<file path="config.mk">
export PLATFORM = sky130hd
export DESIGN_NAME = alu_exec
export DESIGN_NICKNAME = d
export VERILOG_FILES = /design/src/rtl/alu_pkg.sv /design/src/rtl/mul_iter.sv /design/src/rtl/alu_exec.sv
export SDC_FILE = /design/constraint.sdc
export NUM_CORES = 1
export LEC_CHECK = 0
export ABC_AREA = 1
export CELL_PAD_IN_SITES_DETAIL_PLACEMENT = 0
export CELL_PAD_IN_SITES_GLOBAL_PLACEMENT = 2
export CORE_ASPECT_RATIO = 0.8
export CORE_UTILIZATION = 35
export DETAILED_ROUTE_END_ITERATION = 12
export HOLD_SLACK_MARGIN = 0.08
export PLACE_DENSITY_LB_ADDON = 0.1
export SKIP_CTS_REPAIR_TIMING = 1
export SYNTH_ARGS = -nofsm -noshare
export SYNTH_HDL_FRONTEND = slang
export SYNTH_SLANG_ARGS = --single-unit
export TNS_END_PERCENT = 30
</file>
<file path="constraint.sdc">
create_clock -name clk -period 8.2 [get_ports clk]
set_input_delay 1.23 -clock clk [delete_from_list [all_inputs] [get_ports clk]]
set_output_delay 1.23 -clock clk [all_outputs]
set_load 0.01 [all_outputs]
</file>
<file path="src/rtl/alu_pkg.sv">
// Shared ALU encodings: alu_ctrl codes driven by the ALU control decoder and
// consumed by alu_exec, plus the R-type funct codes that select them.
package alu_pkg;

  localparam int unsigned CTRL_W  = 4;
  localparam int unsigned FUNCT_W = 6;

  typedef enum logic [CTRL_W-1:0] {
    ALU_AND = 4'b0000,
    ALU_OR  = 4'b0001,
    ALU_ADD = 4'b0010,
    ALU_SUB = 4'b0110,
    ALU_SLT = 4'b0111,
    ALU_MUL = 4'b1000,
    ALU_NOR = 4'b1100
  } alu_op_e;

  typedef enum logic [FUNCT_W-1:0] {
    FN_MUL = 6'h18,
    FN_ADD = 6'h20,
    FN_SUB = 6'h22,
    FN_AND = 6'h24,
    FN_OR  = 6'h25,
    FN_NOR = 6'h27,
    FN_SLT = 6'h2a
  } funct_e;

  typedef enum logic {
    S_IDLE = 1'b0,
    S_MUL  = 1'b1
  } state_e;

endpackage

</file>
<file path="src/rtl/mul_iter.sv">
// Iterative unsigned shift-add multiplier. The final partial sum is exposed
// combinationally so the consumer can capture it on the last iteration edge.
module mul_iter #(
  parameter int unsigned WIDTH = 32,
  parameter int unsigned CNT_W = 6
) (
  input  logic               clk,
  input  logic               rst,
  input  logic               start,
  input  logic [WIDTH-1:0]   a,
  input  logic [WIDTH-1:0]   b,
  output logic               busy,
  output logic               done_c,
  output logic [2*WIDTH-1:0] product_c
);

  localparam int unsigned PW = 2 * WIDTH;

  logic [PW-1:0]    mcand;
  logic [PW-1:0]    acc;
  logic [WIDTH-1:0] mplier;
  logic [CNT_W-1:0] cnt;

  assign product_c = mplier[0] ? (acc + mcand) : acc;
  assign done_c    = busy && (cnt == CNT_W'(WIDTH - 1));

  // One partial product per cycle; busy drops on the WIDTH-th iteration.
  always_ff @(posedge clk) begin
    if (rst) begin
      busy   <= 1'b0;
      cnt    <= '0;
      acc    <= '0;
      mcand  <= '0;
      mplier <= '0;
    end else if (start && !busy) begin
      busy   <= 1'b1;
      cnt    <= '0;
      acc    <= '0;
      mcand  <= PW'(a);
      mplier <= b;
    end else if (busy) begin
      acc    <= product_c;
      mcand  <= mcand << 1;
      mplier <= mplier >> 1;
      cnt    <= cnt + CNT_W'(1);
      if (done_c) begin
        busy <= 1'b0;
      end
    end
  end

endmodule

</file>
<file path="src/rtl/alu_exec.sv">
// Execute-stage ALU: single-cycle logic/arith ops plus an iterative MUL,
// with valid/ready on both sides and a registered result/flag output.
module alu_exec
  import alu_pkg::*;
#(
  parameter int unsigned WIDTH = 32,
  parameter int unsigned CNT_W = 6
) (
  input  logic             clk,
  input  logic             rst,
  input  logic             in_valid,
  output logic             in_ready,
  input  logic [3:0]       alu_ctrl,
  input  logic [WIDTH-1:0] src_a,
  input  logic [WIDTH-1:0] src_b,
  output logic             out_valid,
  input  logic             out_ready,
  output logic [WIDTH-1:0] result,
  output logic             zero,
  output logic             overflow,
  output logic             busy
);

  localparam int unsigned MSB = WIDTH - 1;

  state_e               state;
  alu_op_e              op;
  logic                 accept;
  logic                 mul_start;
  logic                 mul_done_c;
  logic [2*WIDTH-1:0]   mul_prod_c;
  logic [WIDTH-1:0]     sum;
  logic [WIDTH-1:0]     diff;
  logic                 ovf_add;
  logic                 ovf_sub;
  logic [WIDTH-1:0]     alu_res;
  logic                 alu_ovf;

  assign op        = alu_op_e'(alu_ctrl);
  assign in_ready  = (state == S_IDLE) && (!out_valid || out_ready);
  assign accept    = in_valid && in_ready;
  assign mul_start = accept && (op == ALU_MUL);

  assign sum     = src_a + src_b;
  assign diff    = src_a - src_b;
  assign ovf_add = (src_a[MSB] == src_b[MSB]) && (sum[MSB] != src_a[MSB]);
  assign ovf_sub = (src_a[MSB] != src_b[MSB]) && (diff[MSB] != src_a[MSB]);

  // Single-cycle datapath; unknown codes (and MUL here) produce zero.
  always_comb begin
    alu_res = '0;
    alu_ovf = 1'b0;
    case (op)
      ALU_AND: alu_res = src_a & src_b;
      ALU_OR:  alu_res = src_a | src_b;
      ALU_NOR: alu_res = ~(src_a | src_b);
      ALU_ADD: begin
        alu_res = sum;
        alu_ovf = ovf_add;
      end
      ALU_SUB: begin
        alu_res = diff;
        alu_ovf = ovf_sub;
      end
      ALU_SLT: alu_res = WIDTH'(diff[MSB] ^ ovf_sub);
      default: ;
    endcase
  end

  mul_iter #(
    .WIDTH (WIDTH),
    .CNT_W (CNT_W)
  ) u_mul (
    .clk       (clk),
    .rst       (rst),
    .start     (mul_start),
    .a         (src_a),
    .b         (src_b),
    .busy      (busy),
    .done_c    (mul_done_c),
    .product_c (mul_prod_c)
  );

  // Handshake FSM and output register; a same-edge accept overrides the drain.
  always_ff @(posedge clk) begin
    if (rst) begin
      state     <= S_IDLE;
      out_valid <= 1'b0;
      result    <= '0;
      zero      <= 1'b0;
      overflow  <= 1'b0;
    end else begin
      if (out_ready) begin
        out_valid <= 1'b0;
      end
      case (state)
        S_IDLE: begin
          if (accept) begin
            if (op == ALU_MUL) begin
              state <= S_MUL;
            end else begin
              out_valid <= 1'b1;
              result    <= alu_res;
              zero      <= (alu_res == '0);
              overflow  <= alu_ovf;
            end
          end
        end
        S_MUL: begin
          if (mul_done_c) begin
            state     <= S_IDLE;
            out_valid <= 1'b1;
            result    <= mul_prod_c[MSB:0];
            zero      <= (mul_prod_c[MSB:0] == '0);
            overflow  <= |mul_prod_c[2*WIDTH-1:WIDTH];
          end
        end
        default: state <= S_IDLE;
      endcase
    end
  end

endmodule

</file>
Yosys cells after proc, flatten, opt, wreduce, memory -nomap -nowiden
Cells that the tools add are included.
{"block": "totals", "output_inout_bits": 37, "regBits": 203, "input_bits": 72, "word_cells": 81}
{"block": "classes", "mux": 30, "eq_ne": 14, "reduce_logical": 17, "addsub": 4, "bitwise": 5}
{"operator": "$mux W32", "count": 7}
{"operator": "$pmux W32 S6", "count": 1}
{"operator": "$add A64 B64 Y64", "count": 1}
{"operator": "$logic_not A32 Y1", "count": 2}
{"operator": "$mux W64", "count": 1}
{"operator": "$pmux W32 S2", "count": 1}
{"operator": "$add A32 B32 Y32", "count": 1}
{"operator": "$and A32 B32 Y32", "count": 1}
{"operator": "$not A32 Y32", "count": 1}
{"operator": "$or A32 B32 Y32", "count": 1}
{"operator": "$reduce_or A32 Y1", "count": 1}
{"operator": "$sub A32 B32 Y32", "count": 1}
{"operator": "$mux W1", "count": 15}
{"operator": "$pmux W1 S2", "count": 5}
{"operator": "$eq A4 B3 Y1 const B", "count": 2}
{"operator": "$eq A4 B4 Y1 const B", "count": 2}
{"operator": "$logic_and A1 B1 Y1", "count": 7}
{"operator": "$add A6 B1 Y6 const B", "count": 1}
{"operator": "$eq A6 B5 Y1 const B", "count": 1}
{"operator": "$eq A4 B1 Y1 const B", "count": 1}
{"operator": "$eq A4 B2 Y1 const B", "count": 1}
{"operator": "$logic_not A4 Y1", "count": 1}
{"operator": "$ne A2 B2 Y1 const B", "count": 2}
{"operator": "$ne A1 B1 Y1", "count": 3}
{"operator": "9 further kinds", "count": 10}

Depth between registers and ports, before layout
{"block": "depth", "word_depth": 9, "ltp_mapped": 29}

Hierarchy
A second synthesis with hierarchy kept.
{"block": "unflattened", "hier_cells": 3988, "area_unflattened_um2": 21878.5}
{"module": "mul_iter", "cells_each": 2446, "area_each_um2": 13444.1, "n_inst": 1}
{"module": "alu_exec", "cells_each": 1542, "area_each_um2": 8434.3, "n_inst": 1}

Worst setup path after synthesis
Ideal clock, no wire load.
{"block": "synth_path", "path_type": "in2reg", "from": "in src_a[8]", "to": "reg zero", "n_path_buf": 1, "setup_ns": 0.064, "cell_stages": 26, "slack_ns": 4.076, "arrival_time_ns": 4.060, "path_cell_list": "inv_1 ha_1 buf_6 or2_4 o21ai_2 a21oi_1 nand2_2 nand4_1 a21oi_2 nor2_1 nor2_1 nor2_1 fa_1 nand4_1 nand2_1 a21oi_1 o211ai_1 nor2_1 nand2_1 nor3_1 nand4_1 nor2_1 nand2_1 nor2_1 nor2_1 nor2_1"}
{"block": "synth_between", "elab_chain_len": 9, "word_cells_on_any_way": 13}
{"element": "start: declaration", "line_no": "alu_exec.sv:14", "text": "input logic [WIDTH-1:0] src_a,"}
{"element": "$sub A32 B32 Y32", "line_no": "alu_exec.sv:45", "text": "assign diff = src_a - src_b;"}
{"element": "$ne A1 B1 Y1", "line_no": "alu_exec.sv:47", "text": "assign ovf_sub = (src_a[MSB] != src_b[MSB]) && (diff[MSB] != src_a[MSB]);"}
{"element": "$logic_and A1 B1 Y1", "line_no": "alu_exec.sv:47"}
{"element": "$xor A1 B1 Y1", "line_no": "alu_exec.sv:65", "text": "ALU_SLT: alu_res = WIDTH'(diff[MSB] ^ ovf_sub);"}
{"element": "$pmux W32 S6 *", "line_no": "alu_exec.sv:53", "text": "case (op)"}
{"element": "$logic_not A32 Y1 *", "line_no": "alu_exec.sv:104", "text": "zero <= (alu_res == '0);"}
{"element": "$mux W1 *", "line_no": "alu_exec.sv:99", "text": "if (op == ALU_MUL) begin"}
{"element": "$mux W1 *", "line_no": "alu_exec.sv:98", "text": "if (accept) begin"}
{"element": "$pmux W1 S2 *", "line_no": "alu_exec.sv:96", "text": "case (state)"}
{"element": "end signal: assignment", "line_no": "alu_exec.sv:104"}
{"element": "end signal: assignment", "line_no": "alu_exec.sv:114", "text": "zero <= (mul_prod_c[MSB:0] == '0);"}
{"element": "end: declaration", "line_no": "alu_exec.sv:19", "text": "output logic zero,"}
Every way passes the cells marked *; elsewhere a longest branch is shown, timed or not. The select of a mux whose other input is x is not followed.
A chain may end at the register's enable or synchronous reset.

Worst setup path in the final report
{"block": "layout_path", "from": "in src_a[15]", "to": "reg zero"}
The elaborated chain is that of the path after synthesis.

==> metrics <==
Syn Std Cell Area 20100 µm²; Detailed Place HPWL 74200 µm; Syn Inst Count 3474; post-route insts no fill 4285; die area 58300 µm²; Detailed Routing Iterations Pass 1 6; Seq pwr share 35.5%; R2R setup slack 4.25 ns; setup violators final 0; fillers 6361; cell family with most CP delay simple AND/OR/NAND/NOR gates; Routed Antenna Nets 0; fin util 39.9%; WL per Instance 21.0 µm; Switching Fraction 33.8%; synthesized area per cell 5.78 µm²; DR iter-0 viols 2020; setup slack after layout 2.98 ns; final hold slack 0.468 ns; share of the cycle needed by the critical path after routing 63.7%; largest net degree at the start of global routing 81; RSZ-0062 raised after global routing false; outcome finished, final reports clean; Clock transition at path regs 0.07 ns; Synth Net Count 3717; first-pass GRT wire length 132000 µm; Worst Path Required 8.73 ns; Vias 22500; Crit Path Max Fanout 8; Critical Path End Type flop; H-tree depth reported by CTS 1; Core Area 56700 µm²; drt via density 5.24; sw power 0.981 mW; Primary FF master, synth dfxtp_1; layout cells sized above 1 4.71%; Die Span X 270 µm; setup TNS 0 ns; Pint 1.92 mW; Final Hold Viols 0; number of synthesized register bits 203; Synth async-reset ratio 0%; total power 2.90 mW; worst endpoint data arrival time 5.75 ns; Finished Cell Area 22600 µm²; clk buf depth 3; grt ovf 0; Ports 109; Clock Power Share 42.0%; DRC Markers 0; Worst-Margin Slew 1.11 ns; fin crit period 5.22 ns; commonest non-fill, non-tap cell in the layout nand2_1; Max Freq 191 MHz; Comb pwr share 22.5%; critical path class in2reg; gr usage total 30.1%; slowest cell delay on critical path 0.55 ns; type of the worst min-delay path reg2reg; antenna violations before repair 1; CTS buffer count 26; VDD IR max 148 µV; fin. max-slew vios 0; maxcap violations 0; ANT cells 0; final net count 3751; Post-Route WL 89900 µm; CTS tree built; Die Y-Extent 216 µm; Synth Warn # 0; root buffer cell clkbuf_16; Reg area 4070 µm²; Placed Instance Area 21700 µm²; Leakage 11.3 nW; placed insts 4240; pwr/cell area 128 nW/µm²; area occupied by multi-input gates 13500 µm²; TritonCTS Sinks 203; vias in the first global route 20600; cell mode on critical path nor2_1; max_slew headroom 25.6%; most frequent cells in the layout 1031 x nand2_1, 515 x inv_1, 449 x nor2_1; area grow syn2layout 12.6%; IO buf count 108; Bufs and invs on worst path 3; standard-cell rows 78; Clk Latency, worst-skew pair 0.59 ns; GP Congestion 1.00; Critical Path Start Type primary input; Setup Skew 0.0239 ns; Worst path slowest cell clkdlybuf4s50_1; Post-synth EDFFs 0; Netlist cell types 57; Starting Density 35.4%; register area share after synthesis 20.2%; pre-CTS setup slack 2.59 ns
==> final cells by class <==
type,count,share of cell area [%]
repair buffers,127,5.40
inverters,534,8.87
clock inverters,13,0.742
well taps,760,4.21
multi-input cells,2616,59.7
flip-flops and latches,203,18.0
clock buffers,32,3.11
==> power by group through the flow <==
stage / combinational [mW] / sequential, mW / clock [mW]
5_1_grt: 0.713 / 1.03 / 1.28
4_1_cts: 0.643 / 1.03 / 1.25
3_3_place_gp: 0.643 / 1.05 / 0
2_1_floorplan: 0.393 / 1.05 / 0
6_report: 0.654 / 1.03 / 1.22
3_5_place_dp: 0.639 / 1.05 / 0
==> state kept, by name (all words and copies together), names as in the netlist <==
| name | cells |
|---|---|
| u_mul.acc | 64 |
| u_mul.mcand | 64 |
| result | 32 |
| u_mul.mplier | 32 |
| u_mul.cnt | 6 |
| out_valid | 1 |
| overflow | 1 |
| state | 1 |
| u_mul.busy | 1 |
| zero | 1 |
==> logic make-up (layout without fill, tap and decap cells) <==
kind of cell | Yosys count | in the layout | share of synthesized area (%)
fa+ha+maj | 171 | 171 | 10.8
xor+xnor | 27 | 27 | 1.18
buf+inv | 655 | 706 | 12.7
flops | 203 | 203 | 20.2
compound gates | 602 | 602 | 17.9
simple gates | 1811 | 1811 | 36.9
mux | 5 | 5 | 0.249
==> layer usage <==
layer | GRT usage, % | routed length [µm] | up-vias | share of wire [%]
met5 | 0 | 0 | - | 0
met4 | 6.34 | 1960 | 0 | 2.2
li1 | - | - | 11100 | -
met2 | 39.9 | 32800 | 741 | 36
met1 | 47.1 | 47100 | 10500 | 52
met3 | 7.72 | 8070 | 82 | 9.0
==> worst reg2reg max path: cells and delay by family (launching register included) <==
family / cells / cell delay (ns)
flops: 1 / 0.35
compound gates: 2 / 0.21
buf+inv: 2 / 0.23
fa+ha+maj: 2 / 0.67
simple gates: 17 / 2.38
==> cell usage after synthesis (17+ instances only) <==
cell | instances | area share (%)
o211ai_1 | 39 | 1.5
inv_1 | 515 | 9.6
nand2_1 | 1031 | 19
xor2_1 | 17 | 0.74
a31oi_1 | 37 | 1.2
clkbuf_1 | 71 | 1.3
nand2_2 | 23 | 0.72
dfxtp_1 | 203 | 20
nor3_1 | 38 | 0.95
a21oi_1 | 235 | 5.9
nand4_1 | 27 | 0.84
o21bai_1 | 26 | 0.97
nor2_1 | 452 | 8.4
nand3_1 | 184 | 4.6
a221oi_1 | 57 | 2.5
buf_2 | 26 | 0.65
ha_1 | 167 | 10
o21ai_0 | 143 | 3.6
o21ai_1 | 22 | 0.55
==> path summary, 6_finish.rpt <==
| kind | start | end | cells after the start |
|---|---|---|---|
| setup reg to reg | u_mul.mcand[0] | overflow | 23 |
| hold reg to reg | u_mul.mplier[31] | u_mul.mplier[31] | 2 |
| hold / removal | u_mul.mplier[31] | u_mul.mplier[31] | 2 |
| setup / recovery | src_a[15] | zero | 26 |
Power figures use the tool's default switching activity.
